### config.mk
export PLATFORM = sky130hd
export DESIGN_NAME = fire_event_gateway_rx
export DESIGN_NICKNAME = d
export VERILOG_FILES = /design/src/rtl/fire_gw_pkg.sv /design/src/rtl/sync_fifo.sv /design/src/rtl/fire_event_gateway_rx.sv
export SDC_FILE = /design/constraint.sdc
export NUM_CORES = 1
export LEC_CHECK = 0
export ABC_AREA = 0
export ABC_CLOCK_PERIOD_IN_PS = 5700
export CELL_PAD_IN_SITES_DETAIL_PLACEMENT = 1
export CELL_PAD_IN_SITES_GLOBAL_PLACEMENT = 2
export CORE_MARGIN = 4
export CORE_UTILIZATION = 35
export CTS_CLUSTER_DIAMETER = 80
export DETAILED_ROUTE_END_ITERATION = 10
export GPL_TIMING_DRIVEN = 0
export HOLD_SLACK_MARGIN = 0.02
export PLACE_DENSITY = 0.7
export RECOVER_POWER = 25
export SLEW_MARGIN = 0
export SYNTH_ARGS = -nofsm -noshare
export SYNTH_HDL_FRONTEND = slang
export SYNTH_SLANG_ARGS = --single-unit
export TNS_END_PERCENT = 10
### constraint.sdc
create_clock -name clk -period 5.7 [get_ports clk]
set_clock_uncertainty 0.05 [all_clocks]
set_input_delay 0.57 -clock clk [delete_from_list [all_inputs] [get_ports clk]]
set_output_delay 0.57 -clock clk [all_outputs]
set_load 0.02 [all_outputs]
### src/rtl/fire_gw_pkg.sv
// rtl/fire_gw_pkg.sv - shared types and constants for the fire event gateway receiver
package fire_gw_pkg;

  localparam logic [1:0] FIRE   = 2'b01;
  localparam logic [1:0] FAULT  = 2'b10;
  localparam logic [1:0] GLITCH = 2'b11;

  typedef enum logic [1:0] {
    IDLE    = 2'd0,
    CONFIRM = 2'd1,
    ACTIVE  = 2'd2
  } state_t;

  localparam int TEMP  = 2;
  localparam int SMOKE = 1;
  localparam int HUM   = 0;

  localparam int TS_W_DEF = 16;
  localparam int REC_W    = TS_W_DEF + 5;

  function automatic int rec_w(input int ts_w);
    return ts_w + 5;
  endfunction

  function automatic logic [1:0] popcount3(input logic [2:0] f);
    return {1'b0, f[TEMP]} + {1'b0, f[SMOKE]} + {1'b0, f[HUM]};
  endfunction

endpackage

### src/rtl/sync_fifo.sv
// rtl/sync_fifo.sv - first-word fall-through FIFO with occupancy count
module sync_fifo #(
  parameter int WIDTH = 8,
  parameter int DEPTH = 8
) (
  input  logic                     clk,
  input  logic                     reset,
  input  logic                     push,
  input  logic [WIDTH-1:0]         push_data,
  output logic                     full,
  input  logic                     pop,
  output logic [WIDTH-1:0]         pop_data,
  output logic                     empty,
  output logic [$clog2(DEPTH):0]   count
);

  localparam int AW = $clog2(DEPTH);

  logic [WIDTH-1:0] mem [DEPTH];
  logic [AW-1:0]    wr_ptr;
  logic [AW-1:0]    rd_ptr;
  logic [AW:0]      cnt;
  logic             do_push;
  logic             do_pop;

  assign full    = (cnt == (AW+1)'(DEPTH));
  assign empty   = (cnt == '0);
  assign do_push = push && !full;
  assign do_pop  = pop && !empty;
  assign count   = cnt;
  // Head is forced to zero when empty so the stream data is clean after reset.
  assign pop_data = empty ? '0 : mem[rd_ptr];

  always_ff @(posedge clk) begin
    if (do_push) begin
      mem[wr_ptr] <= push_data;
    end
  end

  always_ff @(posedge clk or posedge reset) begin
    if (reset) begin
      wr_ptr <= '0;
      rd_ptr <= '0;
      cnt    <= '0;
    end else begin
      if (do_push) begin
        wr_ptr <= wr_ptr + 1'b1;
      end
      if (do_pop) begin
        rd_ptr <= rd_ptr + 1'b1;
      end
      case ({do_push, do_pop})
        2'b10:   cnt <= cnt + 1'b1;
        2'b01:   cnt <= cnt - 1'b1;
        default: cnt <= cnt;
      endcase
    end
  end

endmodule

### src/rtl/fire_event_gateway_rx.sv
// rtl/fire_event_gateway_rx.sv - vote/sensor receiver that confirms, timestamps and queues fire events
module fire_event_gateway_rx
  import fire_gw_pkg::*;
#(
  parameter int MIN_HOLD = 4,
  parameter int TS_W     = 16,
  parameter int DEPTH    = 8,
  parameter int CNT_W    = 8
) (
  input  logic                      clk,
  input  logic                      reset,
  input  logic                      evt_out,
  input  logic [2:0]                evt_flag,
  output logic                      m_valid,
  input  logic                      m_ready,
  output logic [TS_W+4:0]           m_data,
  output logic [$clog2(DEPTH):0]    fifo_count,
  output logic [CNT_W-1:0]          drop_cnt,
  output logic [CNT_W-1:0]          glitch_cnt
);

  localparam int RW = rec_w(TS_W);
  localparam int HW = $clog2(MIN_HOLD + 1);

  logic            v_s1, v;
  logic [2:0]      f_s1, f, fp;
  logic [TS_W-1:0] timestamp;

  state_t          state, state_n;
  logic [HW-1:0]   hold_cnt, hold_n;
  logic [TS_W-1:0] ts_start, ts_start_n;
  logic [2:0]      flag_acc, acc_n;

  logic            push;
  logic [RW-1:0]   push_rec;
  logic            glitch_inc;
  logic            full;
  logic            empty;

  always_ff @(posedge clk or posedge reset) begin
    if (reset) begin
      v_s1      <= 1'b0;
      v         <= 1'b0;
      f_s1      <= '0;
      f         <= '0;
      fp        <= '0;
      timestamp <= '0;
      state     <= IDLE;
      hold_cnt  <= '0;
      ts_start  <= '0;
      flag_acc  <= '0;
    end else begin
      v_s1      <= evt_out;
      v         <= v_s1;
      f_s1      <= evt_flag;
      f         <= f_s1;
      fp        <= f;
      timestamp <= timestamp + 1'b1;
      state     <= state_n;
      hold_cnt  <= hold_n;
      ts_start  <= ts_start_n;
      flag_acc  <= acc_n;
    end
  end

  always_comb begin
    state_n    = state;
    hold_n     = hold_cnt;
    ts_start_n = ts_start;
    acc_n      = flag_acc;
    push       = 1'b0;
    push_rec   = '0;
    glitch_inc = 1'b0;
    case (state)
      IDLE: begin
        if (v) begin
          hold_n     = HW'(1);
          ts_start_n = timestamp;
          acc_n      = f;
          // A one-cycle hold is already satisfied by the cycle that saw the vote.
          if (MIN_HOLD == 1) begin
            push     = 1'b1;
            push_rec = {FIRE, f, timestamp};
            state_n  = ACTIVE;
          end else begin
            state_n  = CONFIRM;
          end
        end else if (popcount3(f) == 2'd1 && fp == 3'b000) begin
          push     = 1'b1;
          push_rec = {FAULT, f, timestamp};
        end
      end
      CONFIRM: begin
        acc_n = flag_acc | f;
        if (!v) begin
          push       = 1'b1;
          push_rec   = {GLITCH, flag_acc, ts_start};
          glitch_inc = 1'b1;
          state_n    = IDLE;
        end else if (hold_cnt == HW'(MIN_HOLD - 1)) begin
          push     = 1'b1;
          push_rec = {FIRE, flag_acc | f, ts_start};
          state_n  = ACTIVE;
        end else begin
          hold_n = hold_cnt + 1'b1;
        end
      end
      ACTIVE: begin
        if (!v) begin
          state_n = IDLE;
        end
      end
      default: state_n = IDLE;
    endcase
  end

  // Full is sampled before any same-cycle pop, so a concurrent pop cannot rescue the record.
  always_ff @(posedge clk or posedge reset) begin
    if (reset) begin
      drop_cnt   <= '0;
      glitch_cnt <= '0;
    end else begin
      if (push && full && drop_cnt != '1) begin
        drop_cnt <= drop_cnt + 1'b1;
      end
      if (glitch_inc && glitch_cnt != '1) begin
        glitch_cnt <= glitch_cnt + 1'b1;
      end
    end
  end

  assign m_valid = !empty;

  sync_fifo #(
    .WIDTH (RW),
    .DEPTH (DEPTH)
  ) u_fifo (
    .clk       (clk),
    .reset     (reset),
    .push      (push),
    .push_data (push_rec),
    .full      (full),
    .pop       (m_valid && m_ready),
    .pop_data  (m_data),
    .empty     (empty),
    .count     (fifo_count)
  );

endmodule
==> flow_summary_export.csv, run 1 <==
group,metric,value,unit
clock_network,clk_latency,520,ps
yosys,synth_top_area_share,50.5,%
place,gp_congestion,0.701,
critical_path,crit_type,"flop to primary output",
global_routing,grt_pass1_vias,5801,
clock_network,cts_sinks,245,
clock_network,post_cts_resized,0,
timing,fmax,0.259,GHz
outcome,violations,"max-capacitance violations, max-slew violations",
route,drt-total-wl,21000,microns
final_layout,n_fill_cell,2735,
critical_path,crit_required,5080,ps
final_layout,finalNonFillerCells,1054,
floorplanning,die_h,177,microns
route,via_count,5146,
final_layout,diodes,0,
timing,rsz0062_at_grt,"false",
power,ir_worst_vdd,218,uV
global_routing,overflow,0,
route,wl_met2,10800,microns
place,dp.cells,1006,
yosys,synthFlopType,"edfxtp_1",
floorplanning,ios,49,
timing,fin_crit_sh,67.8,%
flow_run,cap_violations,2,
global_routing,grt_first_pass_wirelength,33400,microns
yosys,ys_top_cells_by_area,"edfxtp_1 (51%), dfrtp_1 (19%), mux4_2 (9.5%), mux2_2 (2.1%), mux2i_1 (2.1%)",
timing,period_minus_slack,3870,ps
clock_network,cts_hold_buf,0,
critical_path,regToRegStartpoint,"f[0]",
floorplanning,num_rows,61,
clock_network,cts_made_buffers,26,
yosys,syn_nets,584,
power,power.density,503,nW/um^2
final_layout,syn2layout_area_growth,20.4,%
yosys,synth_most_common_cell,"edfxtp_1",
timing,finalHoldViolCount,0,
timing,holdWs,300,ps
power,p_leak,4.37,nW
place,hpwl,14300,microns
route,met3_length,815,microns
global_routing,grt_antenna_before_repair,0,
min_path,holdCritPathClass,"flop to flop",
route,detail_route.wl_per_cell,19.9,microns
route,ant_nets,0,
yosys,synth_edf_count,168,
floorplanning,core,27900,sq um
final_layout,final-seq-area,6970,sq um
route,drt-vias-per-instance,4.88,
clock_network,post_cts_buffers,0,
critical_path,path_max_fanout,10,
floorplanning,dieArea,31300,sq um
floorplanning,start_util,35.7,%
route,drt_drc_violations_left,0,
floorplanning,die_x,177,microns
critical_path,cp-start-kind,"flop",
route,first_pass_iters,4,
timing,worst_slew_pin_slew,2290,ps
critical_path,cp-end-kind,"primary output",
global_routing,grt_max_degree,43,
yosys,yosysSeqAreaShare,69.8,%
route,drt_iter0_drc,211,
final_layout,fin_nets,674,
critical_path,cp_data_arrival_time,3250,ps
clock_network,clk_path_buf_depth,3,
min_path,worstHoldStart,"f_s1[0]",
timing,tns,0,ps
clock_network,clk_pin_slew,60,ps
final_layout,multi_input_area,2860,sq um
route,wl_met1,9030,microns
outcome,outcome,"complete, but fails checks",
place,numPortBuffers,48,
global_routing,track_usage,13.7,%
yosys,avgSynthCellArea,17.6,sq um
timing,setup-violations-final,0,
timing,slew_violations,80,
place,dp_slack,2400,ps
yosys,async_flop_share,31.4,%
final_layout,drive_gt1_share,21.6,%
yosys,yosysTopAreaCell,"edfxtp_1",
route,dr.max_layer_used,"met4",
timing,setup_ws,1830,ps
critical_path,startpoint,"u_fifo.count[1]",
clock_network,cts_root_buf,"clkbuf_16",
clock_network,cts_max_level,1,
yosys,ys_seq_elements,245,
yosys,mappedNetlistArea,9980,sq um
yosys,ys_top_cells_by_count,"edfxtp_1 (168), dfrtp_1 (77), mux4_2 (42)",
yosys,synthCells,566,
yosys,yosys_warnings,0,
timing,max_slew_margin,-53.0,%
clock_network,cts_tree,"done",
yosys,synth_cell_types,54,
## layer usage
layer  track usage, %  vias up
met5                0        -
li1                 -     2358
met2             24.3       74
met4             2.84        0
met3             2.24       24
met1             17.9     2690
## logic make-up (layout without fill, tap and decap cells)
kind of cell    after synthesis  after routing  synth area share, %
simple gates                110            110                 6.30
mux                          86             86                 14.2
compound gates               42             42                 3.35
fa+ha+maj                    11             11                 1.45
buf+inv                      36            146                 1.67
xor+xnor                     36             36                 3.16
flops                       245            245                 69.8
## worst max-delay path, stage by stage (launching register included)
cell	delay, ps
dfrtp_1	380
buf_6	140
nor4_1	840
clkbuf_1	590
nor2_1	190
clkdlybuf4s50_1	590
## registers in the layout, summed over array words and instances, names as in the netlist
name / cells
drop_cnt: 8
f: 3
f_s1: 3
flag_acc: 3
fp: 3
glitch_cnt: 8
hold_cnt: 3
state: 2
timestamp: 16
ts_start: 16
u_fifo.count: 4
u_fifo.mem: 168
u_fifo.rd_ptr: 3
u_fifo.wr_ptr: 3
v: 1
v_s1: 1
## placed cells by master (no fill, tap or decap), types with 4 or more instances in the layout
cell type	count
a21oi_1	9
a22o_1	19
and3_1	4
buf_2	8
buf_6	10
bufinv_16	5
clkbuf_1	16
clkbuf_16	27
clkdlybuf4s50_1	43
clkinv_1	5
dfrtp_1	77
dlygate4sd3_1	5
edfxtp_1	168
ha_1	10
inv_1	9
mux2_2	19
mux2i_1	21
mux4_2	42
nand2_1	16
nand2b_1	5
nand3_1	13
nand4_1	4
nor2_1	30
nor3_1	8
nor3_2	4
xnor2_1	16
xor2_1	20
## stage by stage
step	utilization [%]	instance area (sq um)	total power [mW]
final	43.0	12000	6.05
after global routing	43.0	12000	6.37
after CTS	43.2	12100	6.17
after detailed placement	39.9	11100	4.37
after global placement	39.2	10900	4.28
after floorplan	-	9980	3.59
## worst paths after layout
check	to	slack [ps]	cells after the start
worst max-delay path	m_data[11]	1830	5
worst min-delay path	f[0]	300	0
worst max register to register	u_fifo.mem[0][10]	2420	9
worst min register to register	f[0]	300	0
max in group asynchronous	drop_cnt[2]	1980	3
min in group asynchronous	timestamp[11]	860	2
## power by group
group	switching [mW]	internal, mW	leakage (nW)	total [mW]
clock network	0.674	1.10	0.439	1.78
registers	0.141	2.18	2.48	2.32
logic	1.05	0.907	1.46	1.95
total	1.86	4.19	4.37	6.05
## layout make-up
cell class,instances,area share (%)
Buffer,25,0.999
Clock buffer,31,5.83
Clock inverter,17,1.79
Inverter,11,0.354
Multi-Input combinational cell,285,23.8
Sequential cell,245,58.0
Tap cell,378,3.94
Timing Repair Buffer,62,5.28
(Power assumes the default switching activity.)
==> inputs of run 2 (changes only) <==
--- a/config.mk
+++ b/config.mk
@@ -6,7 +6,7 @@
 export NUM_CORES = 1
 export LEC_CHECK = 0
 export ABC_AREA = 0
-export ABC_CLOCK_PERIOD_IN_PS = 5700
+export ABC_CLOCK_PERIOD_IN_PS = 3300
 export CELL_PAD_IN_SITES_DETAIL_PLACEMENT = 1
 export CELL_PAD_IN_SITES_GLOBAL_PLACEMENT = 2
 export CORE_MARGIN = 4
@@ -15,7 +15,7 @@
 export DETAILED_ROUTE_END_ITERATION = 10
 export GPL_TIMING_DRIVEN = 0
 export HOLD_SLACK_MARGIN = 0.02
-export PLACE_DENSITY = 0.7
+export PLACE_DENSITY = 0.73
 export RECOVER_POWER = 25
 export SLEW_MARGIN = 0
 export SYNTH_ARGS = -nofsm -noshare
==> constraint.sdc (replaced) <==
create_clock -name clk -period 3.3 [get_ports clk]
set_clock_uncertainty 0.05 [all_clocks]
set_input_delay 0.33 -clock clk [delete_from_list [all_inputs] [get_ports clk]]
set_output_delay 0.33 -clock clk [all_outputs]
set_load 0.02 [all_outputs]
==> run 2 against run 1 <==
  * The run still ends with max-capacitance violations, max-slew violations left
  * Critical path type unchanged
  * Routed wire length rose by 1.9%
  * Worst setup slack got worse by 1700 ps
  * Combinational power rose by 77%
  * Sequential power rose by 74%
  * Utilization fell by 0.067 points
  * Hold slack got worse by 1.1 ps
  * Global-route usage rose by 0.37 points
  * Final cell count fell by 0.19%
  * Register-to-register slack got worse by 2200 ps
  * Critical path depth rose by 1
  * Non-clock buffer count did not move
==> flow_summary_export.csv, run 2 (synthesis gave the netlist of run 1 again) <==
group,metric,value,unit
floorplanning,num_rows,61,
global_routing,track_usage,14.1,%
final_layout,fin_util,43.0,%
final_layout,mostFrequentLayoutCell,"edfxtp_1",
floorplanning,start_util,35.7,%
critical_path,cp_data_arrival_time,2780,ps
floorplanning,die_h,177,microns
critical_path,startpoint,"u_fifo.rd_ptr[1]",
place,hpwl,14500,microns
final_layout,multi_input_area,2900,sq um
timing,slew_violations,37,
floorplanning,core,27900,sq um
floorplanning,ios,49,
route,via_count,5200,
global_routing,grt_pass1_vias,5759,
clock_network,cts_sinks,245,
timing,setup-violations-final,0,
route,drt-vias-per-instance,4.94,
min_path,worstHoldStart,"f_s1[0]",
critical_path,crit_type,"flop to primary output",
timing,setup_ws,143,ps
route,ant_nets,0,
clock_network,clk_latency,520,ps
critical_path,cp-end-kind,"primary output",
timing,period_minus_slack,3160,ps
power,power.density,847,nW/um^2
route,first_pass_iters,6,
place,numPortBuffers,48,
timing,rsz0062_at_grt,"true",
timing,holdWs,299,ps
final_layout,top_register,"u_fifo.mem",
global_routing,grt_first_pass_wirelength,34100,microns
floorplanning,dieArea,31300,sq um
final_layout,fin_nets,673,
outcome,violations,"max-capacitance violations, max-slew violations",
clock_network,clk_path_buf_depth,3,
critical_path,regToRegStartpoint,"f[0]",
power,ir_worst_vdd,416,uV
route,detail_route.wl_per_cell,20.3,microns
route,drt_iter0_drc,354,
flow_run,cap_violations,1,
clock_network,clk_pin_slew,60,ps
final_layout,syn2layout_area_growth,20.2,%
power,p_leak,4.36,nW
floorplanning,die_x,177,microns
timing,fin_crit_sh,95.7,%
final_layout,largest_register_ffs,168,
power,p_total,10.2,mW
clock_network,cts_tree,"done",
critical_path,path_max_fanout,10,
min_path,holdCritPathClass,"flop to flop",
clock_network,cts_max_level,1,
final_layout,n_fill_cell,2752,
critical_path,cp-start-kind,"flop",
clock_network,cts_root_buf,"clkbuf_16",
global_routing,grt_max_degree,43,
global_routing,grt_antenna_before_repair,0,
timing,fmax,0.317,GHz
critical_path,crit_required,2920,ps
timing,finalHoldViolCount,0,
final_layout,final-seq-area,6970,sq um
route,drt_drc_violations_left,0,
timing,worst_slew_pin_slew,1630,ps
outcome,outcome,"complete, but fails checks",
place,gp_congestion,0.739,
route,drt-total-wl,21400,microns
clock_network,cts_made_buffers,25,
final_layout,mostFrequentLayoutCells,"edfxtp_1 (168), dfrtp_1 (75), mux4_2 (42)",
final_layout,drive_gt1_share,22.6,%
final_layout,diodes,0,
global_routing,overflow,0,
final_layout,top_regs,"u_fifo.mem: 168 flops, timestamp: 16 flops, ts_start: 16 flops",
place,dp_slack,-25.8,ps
timing,max_slew_margin,-9.47,%
-- run 2: cell count changes in the layout (fill, tap and decap cells not counted), sizes merged, moves of 2 or more --
cell           before  now
dlygate4sd3         5    9
clkinvlp            4    2
clkbuf             45   51
bufinv              5    1
clkinv              8    5
clkdlybuf4s15       0    2
clkdlybuf4s50      43   38
-- run 2: worst paths after layout --
check,to,slack [ps],cells past startpoint
max in group asynchronous,f[1],820,3
hold reg to reg,f[0],300,0
min in group asynchronous,timestamp[0],600,2
hold / removal,f[0],300,0
setup / recovery,m_data[0],140,6
setup reg to reg,u_fifo.count[2],240,13
-- run 2: area by class of cell --
type,instances,area share (%)
Sequential cell,245,58.1
Clock inverter,8,0.678
Timing Repair Buffer,62,5.48
Clock buffer,38,5.79
Buffer,25,1.46
Multi-Input combinational cell,285,24.2
Inverter,11,0.355
Tap cell,378,3.94
-- run 2: worst max-delay path, stage by stage (launching register included) --
cell and delay [ps]:
dfrtp_1 360, clkbuf_1 300, clkbuf_2 400, mux4_2 370, mux2i_1 190, nor2_1 70
clkdlybuf4s50_1 560
-- run 2: report_power, final --
part / leakage, nW / switching (mW) / internal, mW
logic: 1.52 / 1.83 / 1.62
registers: 2.46 / 0.274 / 3.77
clock network: 0.377 / 1.13 / 1.54
-- run 2: per-layer routing --
| metal | GRT usage [%] | share of wire (%) | up-vias |
|---|---|---|---|
| met3 | 2.03 | 3.1 | 28 |
| met1 | 18.5 | 43 | 2731 |
| met2 | 24.8 | 52 | 79 |
| met5 | 0 | 0 | - |
| li1 | - | - | 2362 |
| met4 | 3.68 | 1.8 | 0 |
-- run 2: repair_timing --
action	CTS	global route
gates resized for setup	15	10
setup endpoints to repair	32	69
hold buffers	0	0
hold endpoints to repair	0	0
pin swaps	0	1
buffers inserted	0	0
-- run 2: per-stage QoR --
stage	TNS [ps]	std cells	area, sq um
CTS	-78.4	1052	12000
global placement	-282200	992	10900
detailed placement	-267	1006	11200
finish	0	1052	12000
floorplan	-30470	566	9990
global route	-19.9	1052	12000
==> inputs of run 3 (changes only) <==
--- a/config.mk
+++ b/config.mk
@@ -17,6 +17,7 @@
 export HOLD_SLACK_MARGIN = 0.02
 export PLACE_DENSITY = 0.73
 export RECOVER_POWER = 25
+export REMOVE_ABC_BUFFERS = 1
 export SLEW_MARGIN = 0
 export SYNTH_ARGS = -nofsm -noshare
 export SYNTH_HDL_FRONTEND = slang
==> run 3 against run 2 <==
  * The run still ends with max-capacitance violations, max-slew violations left
  * Die area unchanged
  * Routed wire length fell by 1.6%
  * Hold slack improved by 2.6 ps
==> flow_summary_export.csv, run 3 (synthesis gave the netlist of run 1 again) <==
group,metric,value,unit
route,via_count,5151,
final_layout,mostFrequentLayoutCells,"edfxtp_1 (168), dfrtp_1 (74), mux4_2 (42)",
floorplanning,dieArea,31300,sq um
critical_path,crit_required,2920,ps
min_path,holdPathStages,1,
critical_path,r2r_cells,6,
final_layout,largest_register_ffs,168,
power,p_int,7.06,mW
min_path,worstHoldStart,"evt_flag[0]",
critical_path,regToRegStartpoint,"f[0]",
route,drt-vias-per-instance,4.96,
route,ant_nets,0,
final_layout,top_regs,"u_fifo.mem: 168 flops, timestamp: 16 flops, ts_start: 16 flops",
critical_path,cp_slowest_stage_delay,770,ps
final_layout,n_fill_cell,2757,
global_routing,grt_first_pass_wirelength,33400,microns
place,hpwl,13800,microns
power,p_total,10.3,mW
route,first_pass_iters,4,
critical_path,path_max_fanout,23,
floorplanning,num_rows,61,
outcome,outcome,"complete, but fails checks",
final_layout,diodes,0,
global_routing,grt_pass1_vias,5744,
critical_path,cp-start-kind,"flop",
route,drt_drc_violations_left,0,
power,pwr-share-clk,29.2,%
critical_path,crit_type,"flop to primary output",
critical_path,cp_slowest_cell,"dfrtp_4",
floorplanning,core,27900,sq um
floorplanning,die_h,177,microns
power,power.density,861,nW/um^2
critical_path,cp.depth,4,
power,p_seq_share,41.3,%
timing,fmax,0.318,GHz
timing,tns,0,ps
power,p_leak,4.42,nW
global_routing,grt_max_degree,43,
final_layout,multi_input_area,2920,sq um
timing,worst_slew_pin_slew,1610,ps
critical_path,r2r_end,"u_fifo.mem[7][10]",
timing,slew_violations,37,
timing,period_minus_slack,3150,ps
final_layout,final-seq-area,6980,sq um
clock_network,clk_path_buf_depth,3,
power,power.switching,3.28,mW
final_layout,drive_gt1_share,23.3,%
power,pwr-share-comb,29.5,%
clock_network,cts_hold_buf,0,
critical_path,cp_data_arrival_time,2770,ps
timing,finalHoldViolCount,0,
min_path,holdCritPathClass,"input pin to flop",
route,drt-total-wl,21000,microns
critical_path,path_buf_inv,1,
critical_path,path_cells,"mux4_2, mux2i_2, nor2_1, clkdlybuf4s50_1",
place,numPortBuffers,48,
final_layout,fin_nets,657,
timing,max_slew_margin,-7.61,%
critical_path,reg2reg_setup_slack,210,ps
outcome,violations,"max-capacitance violations, max-slew violations",
timing,fin_crit_sh,95.4,%
timing,setup-violations-final,0,
clock_network,cts_sinks,245,
place,gp_congestion,0.708,
final_layout,top_register,"u_fifo.mem",
flow_run,cap_violations,1,
route,drt_iter0_drc,335,
final_layout,mostFrequentLayoutCell,"edfxtp_1",
global_routing,track_usage,13.7,%
clock_network,cts_max_level,1,
clock_network,clk_pin_slew,60,ps
floorplanning,start_util,35.7,%
clock_network,cts_tree,"done",
floorplanning,die_x,177,microns
route,detail_route.wl_per_cell,20.2,microns
timing,rsz0062_at_grt,"false",
global_routing,grt_antenna_before_repair,0,
critical_path,cp-end-kind,"primary output",
critical_path,cpLargestDelayFamily,"multiplexers",
clock_network,clk_latency,530,ps
floorplanning,ios,49,
final_layout,syn2layout_area_growth,20.3,%
global_routing,overflow,0,
power,ir_worst_vdd,357,uV
clock_network,cts_made_buffers,28,
min_path,worstHoldEndpoint,"f_s1[0]",
clock_network,cts_root_buf,"clkbuf_16",
power,p_sw_share,31.8,%
run 3: changes by cell type in the layout (fill, tap and decap cells not counted), moves of 4 or more:
| cell | delta |
|---|---|
| clkdlybuf4s50_1 | -11 |
| dlygate4sd2_1 | +11 |
| buf_2 | -4 |
| buf_4 | +4 |
| clkbuf_2 | -4 |
| buf_6 | -7 |
| clkbuf_1 | -10 |
run 3: how the worst max path moves through the flow:
stage	start	to
floorplan	f[0]	u_fifo.mem[0][0]
finish	u_fifo.rd_ptr[0]	m_data[20]
detailed placement	f[0]	u_fifo.mem[2][15]
CTS	f[0]	u_fifo.mem[6][15]
global route	u_fifo.rd_ptr[0]	m_data[20]
global placement	hold_cnt[0]	u_fifo.mem[0][15]
run 3: what timing repair did:
item / 4_1_cts / 5_1_grt
resized for setup: 15 / 4
pin swaps: 1 / 3
cloned: 0 / 0
endpoints found under the setup margin: 108 / 112
setup buffers: 2 / 1
run 3: area by class of cell:
cell class | count | share of cell area [%]
repair buffers | 68 | 5.72
clock buffers | 37 | 6.36
clock inverters | 15 | 1.29
well taps | 378 | 3.94
multi-input cells | 285 | 24.3
inverters | 11 | 0.354
flip-flops and latches | 245 | 58.1
run 3: worst reg2reg max path: stages, from the launching register on:
cell and delay (ps):
dfrtp_1 430, inv_1 90, fa_1 510, nor4_4 230, a22oi_4 160, nand3b_1 430
nor2_4 820
run 3: power groups by stage:
stage	combinational (mW)	sequential (mW)	clock (mW)
final	3.05	4.27	3.02
after global routing	3.31	4.35	3.25
after CTS	3.16	4.28	3.10
after detailed placement	3.10	4.42	0
after global placement	2.89	4.44	0
after floorplan	1.81	4.33	0
run 3: metrics by stage:
step                instance area (sq um)  hold WS, ps  cells  utilization, %  setup WS, ps
finish                              12000          302   1039            43.0           152
global route                        12000          290   1039            43.0          11.5
CTS                                 12000          117   1038            43.1         -85.0
detailed placement                  11100          286    984            39.7          -725
global placement                    10800          287    967            38.7         -4340
floorplan                            9860          281    541               -         -1200
run 3: per-layer routing:
layer | part of all wire, % | vias up | GRT usage (%)
met3 | 3.3 | 34 | 1.94
met4 | 2.3 | 0 | 4.03
met1 | 41 | 2713 | 16.8
li1 | - | 2327 | -
met2 | 54 | 77 | 25.2
met5 | 0 | - | 0
